[src/rtl/gf180_ram_pkg.sv]
// Shared types and constants for the 64x8 GF180 SRAM controller.
// Pin bundle helpers keep the macro's active-low encoding in one place.
package gf180_ram_pkg;

  localparam int RAM_ADDR_W = 6;
  localparam int RAM_DATA_W = 8;
  localparam int RAM_WORDS  = 1 << RAM_ADDR_W;
  localparam int RSP_DEPTH  = 3;
  localparam int PTR_W      = $clog2(RSP_DEPTH);
  localparam int CNT_W      = $clog2(RSP_DEPTH + 1);

  typedef enum logic {
    ST_INIT,
    ST_RUN
  } state_t;

  typedef struct packed {
    logic                  cen;
    logic                  gwen;
    logic [RAM_DATA_W-1:0] wen;
    logic [RAM_ADDR_W-1:0] a;
    logic [RAM_DATA_W-1:0] d;
  } ram_pins_t;

  localparam ram_pins_t PINS_IDLE = '{
    cen:  1'b1,
    gwen: 1'b1,
    wen:  '1,
    a:    '0,
    d:    '0
  };

  function automatic ram_pins_t pins_write(
    input logic [RAM_ADDR_W-1:0] a,
    input logic [RAM_DATA_W-1:0] d,
    input logic [RAM_DATA_W-1:0] m
  );
    ram_pins_t p;
    p.cen  = 1'b0;
    p.gwen = 1'b0;
    p.wen  = ~m;
    p.a    = a;
    p.d    = d;
    return p;
  endfunction

  function automatic ram_pins_t pins_read(
    input logic [RAM_ADDR_W-1:0] a
  );
    ram_pins_t p;
    p.cen  = 1'b0;
    p.gwen = 1'b1;
    p.wen  = '1;
    p.a    = a;
    p.d    = '0;
    return p;
  endfunction

endpackage

[src/rtl/gf180_ram_rsp_fifo.sv]
// In-order read response queue with occupancy count.
// Push and pop on the same edge leave the count unchanged.
module gf180_ram_rsp_fifo
  import gf180_ram_pkg::*;
(
  input  logic                  clk,
  input  logic                  rst,
  input  logic                  push,
  input  logic [RAM_DATA_W-1:0] push_data,
  input  logic                  pop,
  output logic [RAM_DATA_W-1:0] head,
  output logic [CNT_W-1:0]      count
);

  logic [RAM_DATA_W-1:0] mem [RSP_DEPTH];
  logic [PTR_W-1:0]      wr_ptr;
  logic [PTR_W-1:0]      rd_ptr;
  logic                  do_push;
  logic                  do_pop;
  logic                  full;

  function automatic logic [PTR_W-1:0] bump(
    input logic [PTR_W-1:0] p
  );
    return (p == PTR_W'(RSP_DEPTH - 1)) ? '0 : p + PTR_W'(1);
  endfunction

  assign full    = (count == CNT_W'(RSP_DEPTH));
  assign do_pop  = pop && (count != '0);
  assign do_push = push && (!full || do_pop);

  always_ff @(posedge clk) begin
    if (rst) begin
      wr_ptr <= '0;
      rd_ptr <= '0;
      count  <= '0;
    end else begin
      if (do_push) begin
        mem[wr_ptr] <= push_data;
        wr_ptr      <= bump(wr_ptr);
      end
      if (do_pop) begin
        rd_ptr <= bump(rd_ptr);
      end
      unique case ({do_push, do_pop})
        2'b10:   count <= count + CNT_W'(1);
        2'b01:   count <= count - CNT_W'(1);
        default: count <= count;
      endcase
    end
  end

  assign head = mem[rd_ptr];

endmodule

[src/rtl/gf180_ram_64x8_ctrl.sv]
// Initiator-side controller for one 64x8 GF180 SRAM wrapper.
// Zero-fills the array after reset, then serves masked writes and queued reads.
module gf180_ram_64x8_ctrl
  import gf180_ram_pkg::*;
#(
  parameter bit                    INIT_ON_RESET = 1'b1,
  parameter logic [RAM_DATA_W-1:0] INIT_VALUE    = 8'h00
) (
  input  logic                  CLK,
  input  logic                  RST,
  input  logic                  req_valid,
  output logic                  req_ready,
  input  logic                  req_we,
  input  logic [RAM_ADDR_W-1:0] req_addr,
  input  logic [RAM_DATA_W-1:0] req_wdata,
  input  logic [RAM_DATA_W-1:0] req_wmask,
  output logic                  rsp_valid,
  input  logic                  rsp_ready,
  output logic [RAM_DATA_W-1:0] rsp_rdata,
  output logic                  init_done,
  output logic                  ram_CEN,
  output logic                  ram_GWEN,
  output logic [RAM_DATA_W-1:0] ram_WEN,
  output logic [RAM_ADDR_W-1:0] ram_A,
  output logic [RAM_DATA_W-1:0] ram_D,
  input  logic [RAM_DATA_W-1:0] ram_Q
);

  state_t                state_q;
  state_t                state_d;
  logic [RAM_ADDR_W-1:0] init_cnt_q;
  logic [RAM_ADDR_W-1:0] init_cnt_d;
  logic                  init_done_q;
  logic                  init_done_d;
  logic                  rd_pend_q;
  logic                  req_fire;
  logic                  rd_fire;
  logic [CNT_W-1:0]      fifo_count;
  logic [RAM_DATA_W-1:0] fifo_head;
  logic [CNT_W:0]        occ;
  ram_pins_t             pins;

  // Reads in flight count against queue space so the FIFO can never overflow.
  assign occ       = {1'b0, fifo_count} + (CNT_W + 1)'(rd_pend_q);
  assign req_ready = !RST && init_done_q
                  && (occ <= (CNT_W + 1)'(RSP_DEPTH - 1));
  assign req_fire  = req_valid && req_ready;
  assign rd_fire   = req_fire && !req_we;

  always_ff @(posedge CLK) begin
    if (RST) begin
      state_q     <= ST_INIT;
      init_cnt_q  <= '0;
      init_done_q <= 1'b0;
      rd_pend_q   <= 1'b0;
    end else begin
      state_q     <= state_d;
      init_cnt_q  <= init_cnt_d;
      init_done_q <= init_done_d;
      rd_pend_q   <= rd_fire;
    end
  end

  always_comb begin
    state_d     = state_q;
    init_cnt_d  = init_cnt_q;
    init_done_d = init_done_q;
    pins        = PINS_IDLE;
    unique case (state_q)
      ST_INIT: begin
        if (!INIT_ON_RESET) begin
          state_d     = ST_RUN;
          init_done_d = 1'b1;
        end else begin
          pins       = pins_write(init_cnt_q, INIT_VALUE, '1);
          init_cnt_d = init_cnt_q + RAM_ADDR_W'(1);
          if (init_cnt_q == RAM_ADDR_W'(RAM_WORDS - 1)) begin
            state_d     = ST_RUN;
            init_done_d = 1'b1;
          end
        end
      end
      ST_RUN: begin
        if (req_fire) begin
          pins = req_we ? pins_write(req_addr, req_wdata, req_wmask)
                        : pins_read(req_addr);
        end
      end
      default: begin
        state_d = ST_INIT;
      end
    endcase
    // Macro stays quiet while reset is held, even mid-sweep.
    if (RST) begin
      pins = PINS_IDLE;
    end
  end

  assign ram_CEN  = pins.cen;
  assign ram_GWEN = pins.gwen;
  assign ram_WEN  = pins.wen;
  assign ram_A    = pins.a;
  assign ram_D    = pins.d;

  gf180_ram_rsp_fifo u_rsp_fifo (
    .clk       (CLK),
    .rst       (RST),
    .push      (rd_pend_q),
    .push_data (ram_Q),
    .pop       (rsp_valid && rsp_ready),
    .head      (fifo_head),
    .count     (fifo_count)
  );

  assign rsp_valid = (fifo_count != '0);
  assign rsp_rdata = rsp_valid ? fifo_head : '0;
  assign init_done = init_done_q;

endmodule

[config.mk]
export PLATFORM = sky130hd
export DESIGN_NAME = gf180_ram_64x8_ctrl
export DESIGN_NICKNAME = d
export VERILOG_FILES = /design/src/rtl/gf180_ram_pkg.sv /design/src/rtl/gf180_ram_rsp_fifo.sv /design/src/rtl/gf180_ram_64x8_ctrl.sv
export SDC_FILE = /design/constraint.sdc
export NUM_CORES = 1
export LEC_CHECK = 0
export CORE_ASPECT_RATIO = 1.1
export CORE_UTILIZATION = 44
export DETAILED_ROUTE_END_ITERATION = 12
export GPL_TIMING_DRIVEN = 1
export MAX_ROUTING_LAYER = met4
export PLACE_DENSITY_LB_ADDON = 0.08
export SLEW_MARGIN = 20
export SYNTH_ARGS = -nofsm -noshare
export SYNTH_HDL_FRONTEND = slang
export SYNTH_SLANG_ARGS = --single-unit
[constraint.sdc]
create_clock -name CLK -period 2.6 [get_ports CLK]
set_input_delay 0.65 -clock CLK [delete_from_list [all_inputs] [get_ports CLK]]
set_output_delay 0.65 -clock CLK [all_outputs]
set_load 0.05 [all_outputs]
**After elaboration in Yosys (flattened, before gate mapping)**

Memories as Yosys holds them, arrays and structs flattened. A register that Yosys moved wholly into a read port is not among the register bits.
Cells that the tools add are included.

- $add $sub $neg: 6
- Magnitude comparators: 1
- Equality and inequality tests: 6
- Multiplexer cells: 15
- Bitwise logic cells: 2
- Reductions and logical operators: 14

Operators by type and width:

| cell | number |
|---|---|
| two-way mux 24 bit | 2 |
| one-hot mux 24 bit (2 select lines) | 1 |
| two-way mux 23 bit | 1 |
| == test 2 bit, second input constant | 4 |
| two-way mux 2 bit | 4 |
| two-way mux 8 bit | 1 |
| inverter 8 bit | 1 |
| logical AND 1 bit | 7 |
| adder 2 x 1 -> 2 bit, second input constant | 3 |
| adder 6 x 1 -> 6 bit, second input constant | 1 |
| == test 6 bit, second input constant | 1 |
| two-way mux 1 bit | 5 |
| one-hot mux 2 bit (2 select lines) | 1 |
| nonzero test 2 bit | 2 |
| adder 2 x 1 -> 3 bit | 1 |
| less-or-equal comparator 3 x 2 -> 1 bit, second input constant | 1 |
| zero test 1 bit | 3 |
| == test 2 x 1 -> 1 bit, second input constant | 1 |
| AND reduction 2 bit | 1 |
| subtractor 2 x 1 -> 2 bit, second input constant | 1 |
| logical OR 1 bit | 1 |
| inverter 1 bit | 1 |

- Register bits after elaboration: 15
- RAM bits: 24
- Input port bits: 35
- Output and inout port bits: 35
- Word-level logic and storage cells: 52
- Memories kept: 1

Memory list:

| memory | depth | width | read ports | clocked after Yosys merged registers in | wr ports | line | RTL |
|---|---|---|---|---|---|---|---|
| u_rsp_fifo.mem | 3 | 8 | 1 | 1 | 1 | gf180_ram_rsp_fifo.sv:15 | `logic [RAM_DATA_W-1:0] mem [RSP_DEPTH];` |

**Longest topological paths before layout**

Gate-level depths: netlist (run 1).

- Word-level depth: 8
- Mapped depth: 6
- Gate-level depth less buffers: 6

**Modules after synthesis**

A second synthesis (run 1) with hierarchy kept.

- Cells, all modules: 180
- Area, all modules: 1990.7 um2

By module, submodules not included:

| module | instances | cells an instance | area an instance (um2) | seq. area each (um2) |
|---|---|---|---|---|
| gf180_ram_rsp_fifo | 1 | 87 | 1231.2 | 880.8 |
| gf180_ram_64x8_ctrl | 1 | 93 | 759.5 | 180.2 |

**Worst setup path before layout (run 1)**

Ideal clock, no wire load.

- Path kind: input port to output port
- From: in RST
- To: out ram_A[2]
- Arrival time: 2224 ps
- Required time: 1950 ps
- Path slack: -274 ps
- Stages on the path: 3
- Buffers on the path: 2
- Cell sequence: clkbuf_1 clkbuf_1 o32ai_1

- Longest elaborated chain between the ends: 7

RTL lines:

| element | line | RTL |
|---|---|---|
| from (decl) | gf180_ram_64x8_ctrl.sv:10 | `input logic RST,` |
| zero test 1 bit | gf180_ram_64x8_ctrl.sv:45 | `assign req_ready = !RST && init_done_q` |
| logical AND 1 bit | gf180_ram_64x8_ctrl.sv:45 |  |
| logical AND 1 bit | gf180_ram_64x8_ctrl.sv:46 | `&& (occ <= (CNT_W + 1)'(RSP_DEPTH - 1));` |
| logical AND 1 bit | gf180_ram_64x8_ctrl.sv:47 | `assign req_fire = req_valid && req_ready;` |
| two-way mux 24 bit | gf180_ram_64x8_ctrl.sv:84 | `if (req_fire) begin` |
| one-hot mux 24 bit (2 select lines) | gf180_ram_64x8_ctrl.sv:69 | `unique case (state_q)` |
| two-way mux 24 bit (*) | gf180_ram_64x8_ctrl.sv:94 | `if (RST) begin` |
| to (decl) | gf180_ram_64x8_ctrl.sv:24 | `output logic [RAM_ADDR_W-1:0] ram_A,` |

Every way passes the cells marked *; elsewhere a longest branch is shown, timed or not.

**Final worst setup path (run 1)**

- From: reg u_rsp_fifo.count[0]
- To: out ram_WEN[6]

- Longest elaborated chain between the ends: 7

RTL lines:

| element | line | RTL |
|---|---|---|
| from (decl) | gf180_ram_rsp_fifo.sv:12 | `output logic [CNT_W-1:0] count` |
| from (signal assigned) | gf180_ram_rsp_fifo.sv:46 | `2'b10: count <= count + CNT_W'(1);` |
| from (signal assigned) | gf180_ram_rsp_fifo.sv:47 | `2'b01: count <= count - CNT_W'(1);` |
| from (signal assigned) | gf180_ram_rsp_fifo.sv:48 | `default: count <= count;` |
| adder 2 x 1 -> 3 bit | gf180_ram_64x8_ctrl.sv:44 | `assign occ = {1'b0, fifo_count} + (CNT_W + 1)'(rd_pend_q);` |
| less-or-equal comparator 3 x 2 -> 1 bit | gf180_ram_64x8_ctrl.sv:46 |  |
| logical AND 1 bit | gf180_ram_64x8_ctrl.sv:46 |  |
| logical AND 1 bit | gf180_ram_64x8_ctrl.sv:47 |  |
| two-way mux 24 bit | gf180_ram_64x8_ctrl.sv:84 |  |
| one-hot mux 24 bit (2 select lines) | gf180_ram_64x8_ctrl.sv:69 |  |
| two-way mux 24 bit | gf180_ram_64x8_ctrl.sv:94 |  |
| to (decl) | gf180_ram_64x8_ctrl.sv:23 | `output logic [RAM_DATA_W-1:0] ram_WEN,` |

Every way passes these cells.

==> results of run 1 <==
how the worst max path moves through the flow:
stage | end | slack (ps) | startpoint | depth (start not counted)
finish | ram_WEN[6] | -280 | u_rsp_fifo.count[0]$_SDFFE_PP0P_ | 8
CTS | ram_WEN[6] | -260 | u_rsp_fifo.count[0]$_SDFFE_PP0P_ | 8
floorplan | ram_A[2] | -270 | RST | 3
detailed placement | ram_D[2] | -90 | RST | 5
global route | ram_WEN[5] | -320 | u_rsp_fifo.count[0]$_SDFFE_PP0P_ | 8
global placement | ram_D[2] | -60 | RST | 5
power breakdown:
part,switching [mW],leakage (nW),internal (mW)
registers,0.00449,0.355,0.688
clock network,0.228,0.0439,0.185
logic,0.0858,0.834,0.0907
total,0.318,1.23,0.964
registers in the layout (all words and copies together), names as in the netlist, named ones only:
name and flops:
init_done 1, u_rsp_fifo.count 2, u_rsp_fifo.rd_ptr 2, init_cnt_q 6, u_rsp_fifo.mem 24, state_q 1, rd_pend_q 1, u_rsp_fifo.wr_ptr 2
worst reg2reg max path: cells and delay by family, from the launching register on:
family	cells	cell delay, ps
and+or+nand+nor	1	390
AOI/OAI and AO/OA	2	420
buffers and inverters	2	230
adders and majority gates	1	340
DFF	1	360
cell type report:
cell class	count	area, um^2
flip-flops and latches	41	1070
fillers	268	912
repair buffers	93	1040
inverters	10	37.5
multi-input cells	121	1070
clock inverters	3	17.5
clock buffers	5	68.8
well taps	54	67.6
layout by cell type, fill, tap and decap left out, types with 3 or more instances in the layout:
cell type / netlist / final
mux2i_1: 11 / 11
nand2_1: 8 / 8
ha_1: 5 / 3
buf_4: 0 / 30
mux2_2: 8 / 8
buf_6: 0 / 9
nand2b_1: 3 / 3
nand3b_1: 4 / 4
a21oi_2: 1 / 5
buf_12: 0 / 17
dfxtp_1: 17 / 14
nor2_1: 21 / 20
xnor2_1: 4 / 4
or3_1: 5 / 5
inv_1: 8 / 7
a21oi_4: 0 / 7
clkbuf_8: 0 / 5
a21oi_1: 17 / 7
clkdlybuf4s50_1: 0 / 36
edfxtp_1: 24 / 24
and3_4: 0 / 8
layer usage:
layer,global-route usage (%),vias up,share of wire (%)
met5,-,-,0
met4,10.1,0,1.9
met3,5.97,11,5.2
met2,40.0,59,53
met1,23.8,786,40
li1,-,829,-
logic make-up (layout without fill, tap and decap cells):
kind of cell    after synthesis  in the layout  share of synthesized area, %
simple gates                 59             59                          16.3
xor+xnor                      6              6                          2.68
mux                          19             19                          10.2
fa+ha+maj                     5              5                          3.19
buf+inv                      17            111                          3.31
flops                        41             41                          54.0
compound gates               31             32                          10.3
metrics by stage:
step | utilization, % | setup WS (ps) | instance area (um^2) | cells
finish | 78.7 | -276 | 3370 | 327
global route | 78.7 | -324 | 3370 | 327
detailed placement | 71.7 | -88.6 | 3070 | 314
CTS | 76.4 | -258 | 3270 | 327
floorplan | - | -274 | 2060 | 178
global placement | 71.7 | -58.4 | 3070 | 314
cell usage after synthesis, drive strengths merged:
cell / count
a211oi: 1
a21oi: 18
and2: 1
and3: 8
buf: 2
clkbuf: 5
clkinv: 1
dfxtp: 17
edfxtp: 24
ha: 5
inv: 9
mux2: 8
mux2i: 11
nand2: 8
nand2b: 3
nand3b: 4
nand4b: 2
nor2: 21
nor2b: 1
nor3: 1
nor3b: 1
nor4b: 1
o2111ai: 3
o21ai: 5
o31ai: 1
o32ai: 3
or3: 5
or3b: 3
xnor2: 4
xor2: 2
what timing repair did:
item,in CTS,in global routing
hold buffers,0,0
pin swaps,7,6
setup endpoints to repair,24,25
gates resized for setup,16,18
gates cloned,1,0
buffers inserted,4,0
==> results.cfg, run 1 <==
[detailed_routing]
initialDrtViolationCount = 57
viasPerCell = 5.15
final_antenna_net_count = 0
routed_wl_um = 5040
num_vias = 1685
wl_per_cell_um = 15.4
drtPass1Iterations = 4
drc = 0

[grt]
grt_max_degree = 14
antenna_found_initial = 0
grt_pass1_wl_um = 7790
overflow = 0
first_global_vias = 1695
grt_usage_pct = 22.9

[sta]
fin_crit_ps = 2880
clock_skew_ps = 2.37
hold-worst-slack_ps = 504
rsz0062_at_grt = yes
finalSetupTns_ps = -3790
fmax_mhz = 348
relSlewSlack_pct = 66.5
slew_viol_final = 0
worstMarginPinSlew_ps = 502
setup_violations = 22
layout_worst_path_cycle_share_pct = 111
fin_ws_ps = -276
hold_violations = 0

[synthesis]
ys_warn_count = 0
ys_seq_area_share_pct = 54.0
synth_top_area_share_pct = 36.7
syn_area_um2 = 1960
synthTopCellsByArea = edfxtp_1, dfxtp_1, mux2i_1
synthCells = 178
yosys.area.top_type = edfxtp_1
avgSynthCellArea_um2 = 11.0
synth.distinct_cells = 36
ys_ff_latch = 41
synth.net_count = 218

[floorplan]
rows = 25
die_h_um = 72.1
pin_count = 70
die_area_um2 = 4730
floorplan.initialDensity_pct = 45.8
die_x_um = 65.7
coreArea_um2 = 4290

[setup_path]
cpMaxStageDelayCell = or3b_4
worstPathCellList = ha_4 > inv_2 > ha_4 > or3b_4 > a211oi_4 > buf_12 > a21oi_1 > buf_4
arrival_ps = 2230
reg2reg_depth = 6
critPathLaunchType = flip-flop
path_max_fanout = 9
r2r_slack_ps = 810
timing.rr.start = u_rsp_fifo.count[0]$_SDFFE_PP0P_
max_stage_delay_ps = 420
rr_endpoint = u_rsp_fifo.count[1]$_SDFFE_PP0P_
crit_family = simple AND/OR/NAND/NOR gates
path_buf_inv = 3
crit_top_cell = ha_4
crit_required_ps = 1950
crit_path_end_kind = output pin
crit_type = reg -> out

[placed_design]
place_congestion = 0.774
dp_hpwl_um = 3580
portBuffers = 69

[clock_network]
clk_pin_slew_ps = 80
htreeDepth = 2
worstSkewPairLatency_ps = 290
cts_sinks = 41
clock_path_buffers = 2
cts_tree = yes
ctsRootBufferMaster = clkbuf_8
cts_buffers = 5

[final_layout]
drive_above_1_share_pct = 40.3
area_growth_pct = 71.8
finalNetCount = 312
antenna_cells = 0

[status]
violations = negative setup slack
status = complete, but fails checks

[worst_hold_path]
whs_path_depth = 2
worstHoldStart = u_rsp_fifo.wr_ptr[0]$_SDFFE_PP0P_
hold_path.class = reg -> reg
hold_path_end = u_rsp_fifo.wr_ptr[0]$_SDFFE_PP0P_

[power_and_ir_drop]
ir_worst_vdd_v = 0.000241
p_total_mw = 1.28
power_density_nw_per_um2 = 380
power.leakage_nw = 1.23

[job]
maxCapViolCount = 0
Note: power is estimated with default switching activity, not from simulation.
==> inputs of run 2 (changes only) <==
--- a/config.mk
+++ b/config.mk
@@ -6,7 +6,7 @@
 export NUM_CORES = 1
 export LEC_CHECK = 0
 export CORE_ASPECT_RATIO = 1.1
-export CORE_UTILIZATION = 44
+export CORE_UTILIZATION = 40
 export DETAILED_ROUTE_END_ITERATION = 12
 export GPL_TIMING_DRIVEN = 1
 export MAX_ROUTING_LAYER = met4
==> run 2 against run 1 <==
The run still ends with negative setup slack left. Critical path depth unchanged. Clock power is 4% lower. Worst setup slack got worse by 2.4 ps. Critical path type unchanged. Largest power group unchanged. Combinational power is 3% lower.
==> results.cfg, run 2 (synthesis results as in run 1) <==
[sta]
fin_ws_ps = -278
hold_violations = 0
setup_violations = 21
relSlewSlack_pct = 66.7
fin_crit_ps = 2880
layout_worst_path_cycle_share_pct = 111
fmax_mhz = 347
hold-worst-slack_ps = 496
worstMarginPinSlew_ps = 499
slew_viol_final = 0
rsz0062_at_grt = yes
clock_skew_ps = 11.1

[power_and_ir_drop]
power.leakage_nw = 1.26
p_total_mw = 1.26
ir_worst_vdd_v = 0.000187
power_density_nw_per_um2 = 377

[clock_network]
cts_tree = yes
worstSkewPairLatency_ps = 290
htreeDepth = 2
cts_buffers = 5
clk_pin_slew_ps = 80
ctsRootBufferMaster = clkbuf_8
clock_path_buffers = 2
cts_sinks = 41

[floorplan]
die_x_um = 68.8
rows = 26
floorplan.initialDensity_pct = 41.9
coreArea_um2 = 4680
die_h_um = 75.5
pin_count = 70
die_area_um2 = 5190

[setup_path]
critPathLaunchType = flip-flop
reg2reg_depth = 6
r2r_slack_ps = 830
rr_endpoint = u_rsp_fifo.count[1]$_SDFFE_PP0P_
arrival_ps = 2230
crit_path_end_kind = output pin
cp-startpoint = u_rsp_fifo.count[0]$_SDFFE_PP0P_
path_max_fanout = 5
crit_required_ps = 1950
timing.rr.start = u_rsp_fifo.count[0]$_SDFFE_PP0P_
crit_type = reg -> out

[detailed_routing]
drtPass1Iterations = 4
wl_per_cell_um = 14.8
met3RoutedLength_um = 287
num_vias = 1680
drt-met1-wl_um = 1970
dr_wl_met2_um = 2580
final_antenna_net_count = 0
initialDrtViolationCount = 43
top_layer = met4
viasPerCell = 5.06
routed_wl_um = 4910
drc = 0

[final_layout]
area_growth_pct = 70.3
stdcell_area_um2 = 3340
final_common_cell = clkdlybuf4s50_1
final-seq-area_um2 = 1070
largest_reg_flops = 24
stdcell_count = 332
multi_input_area_um2 = 1010
layout_common_cells = clkdlybuf4s50_1, buf_4, edfxtp_1
finalNetCount = 315
nFillCells = 354
largest-register = u_rsp_fifo.mem
antenna_cells = 0
drive_above_1_share_pct = 38.4
reg_top3 = u_rsp_fifo.mem: 24 flops, init_cnt_q: 6 flops

[placed_design]
dpl_cell_area_um2 = 3070
place_congestion = 0.744
dp_cells = 316
dp_hpwl_um = 3650
portBuffers = 69
place_ws_ps = -80.4

[grt]
antenna_found_initial = 0
grt_pass1_wl_um = 7670
first_global_vias = 1673
overflow = 0
grt_usage_pct = 21.1
grt_max_degree = 17

[worst_hold_path]
hold_path.class = reg -> reg
hold_path_end = u_rsp_fifo.rd_ptr[0]$_SDFFE_PP0P_
worstHoldStart = u_rsp_fifo.rd_ptr[0]$_SDFFE_PP0P_
whs_path_depth = 2

[job]
maxCapViolCount = 0

[status]
violations = negative setup slack
status = complete, but fails checks
run 2: cell types whose count changed in the layout (fill, tap and decap cells not counted), sizes merged:
cell	previous run	this run
buf	56	58
clkbuf	5	6
clkdlybuf4s50	36	35
clkinv	3	4
clkinvlp	1	0
dlymetal6s2s	1	2
run 2: metal layers:
metal  GRT usage [%]  vias to the layer above
li1                -                      838
met1            21.4                      781
met2            37.5                       54
met3            6.44                        7
met4            8.39                        0
met5               -                        -
run 2: timing repair:
action,4_1_cts,5_1_grt
buffers inserted,2,4
hold buffers,0,0
cloned,1,1
resized for setup,18,6
pin swaps,8,7
setup endpoints to repair,24,26
run 2: worst max-delay path by stage:
stage | endpoint | slack [ps]
after global placement | ram_WEN[6] | -60
after CTS | ram_WEN[5] | -260
after global routing | ram_WEN[5] | -350
after detailed placement | ram_WEN[5] | -80
final | ram_WEN[5] | -280
after floorplan | ram_A[2] | -270
run 2: power by group:
group	leakage, nW	internal, mW	switching, mW	total, mW
Clock	0.0455	0.185	0.212	0.398
Combinational	0.862	0.0869	0.0834	0.170
Sequential	0.355	0.687	0.00508	0.692
Total	1.26	0.959	0.301	1.26
run 2: cell type report:
cell class / instances / area share (%)
Multi-Input combinational cell: 121 / 30.4
Sequential cell: 41 / 32.0
Timing Repair Buffer: 96 / 31.9
Clock buffer: 5 / 2.06
Inverter: 10 / 1.12
Tap cell: 56 / 2.10
Clock inverter: 3 / 0.524
run 2: stage by stage:
stage               util, %  setup TNS (ps)
floorplan                 -           -1990
global placement       65.5            -908
detailed placement     65.5           -1130
CTS                    69.7           -3600
global route           71.4           -6110
finish                 71.4           -4620
run 2: critical path, cell delays in order, from the launching register on:
cell,delay (ps)
dfxtp_4,360
ha_4,130
inv_2,40
ha_4,240
or3b_4,400
a211oi_4,330
buf_12,160
a21oi_1,70
buf_4,190
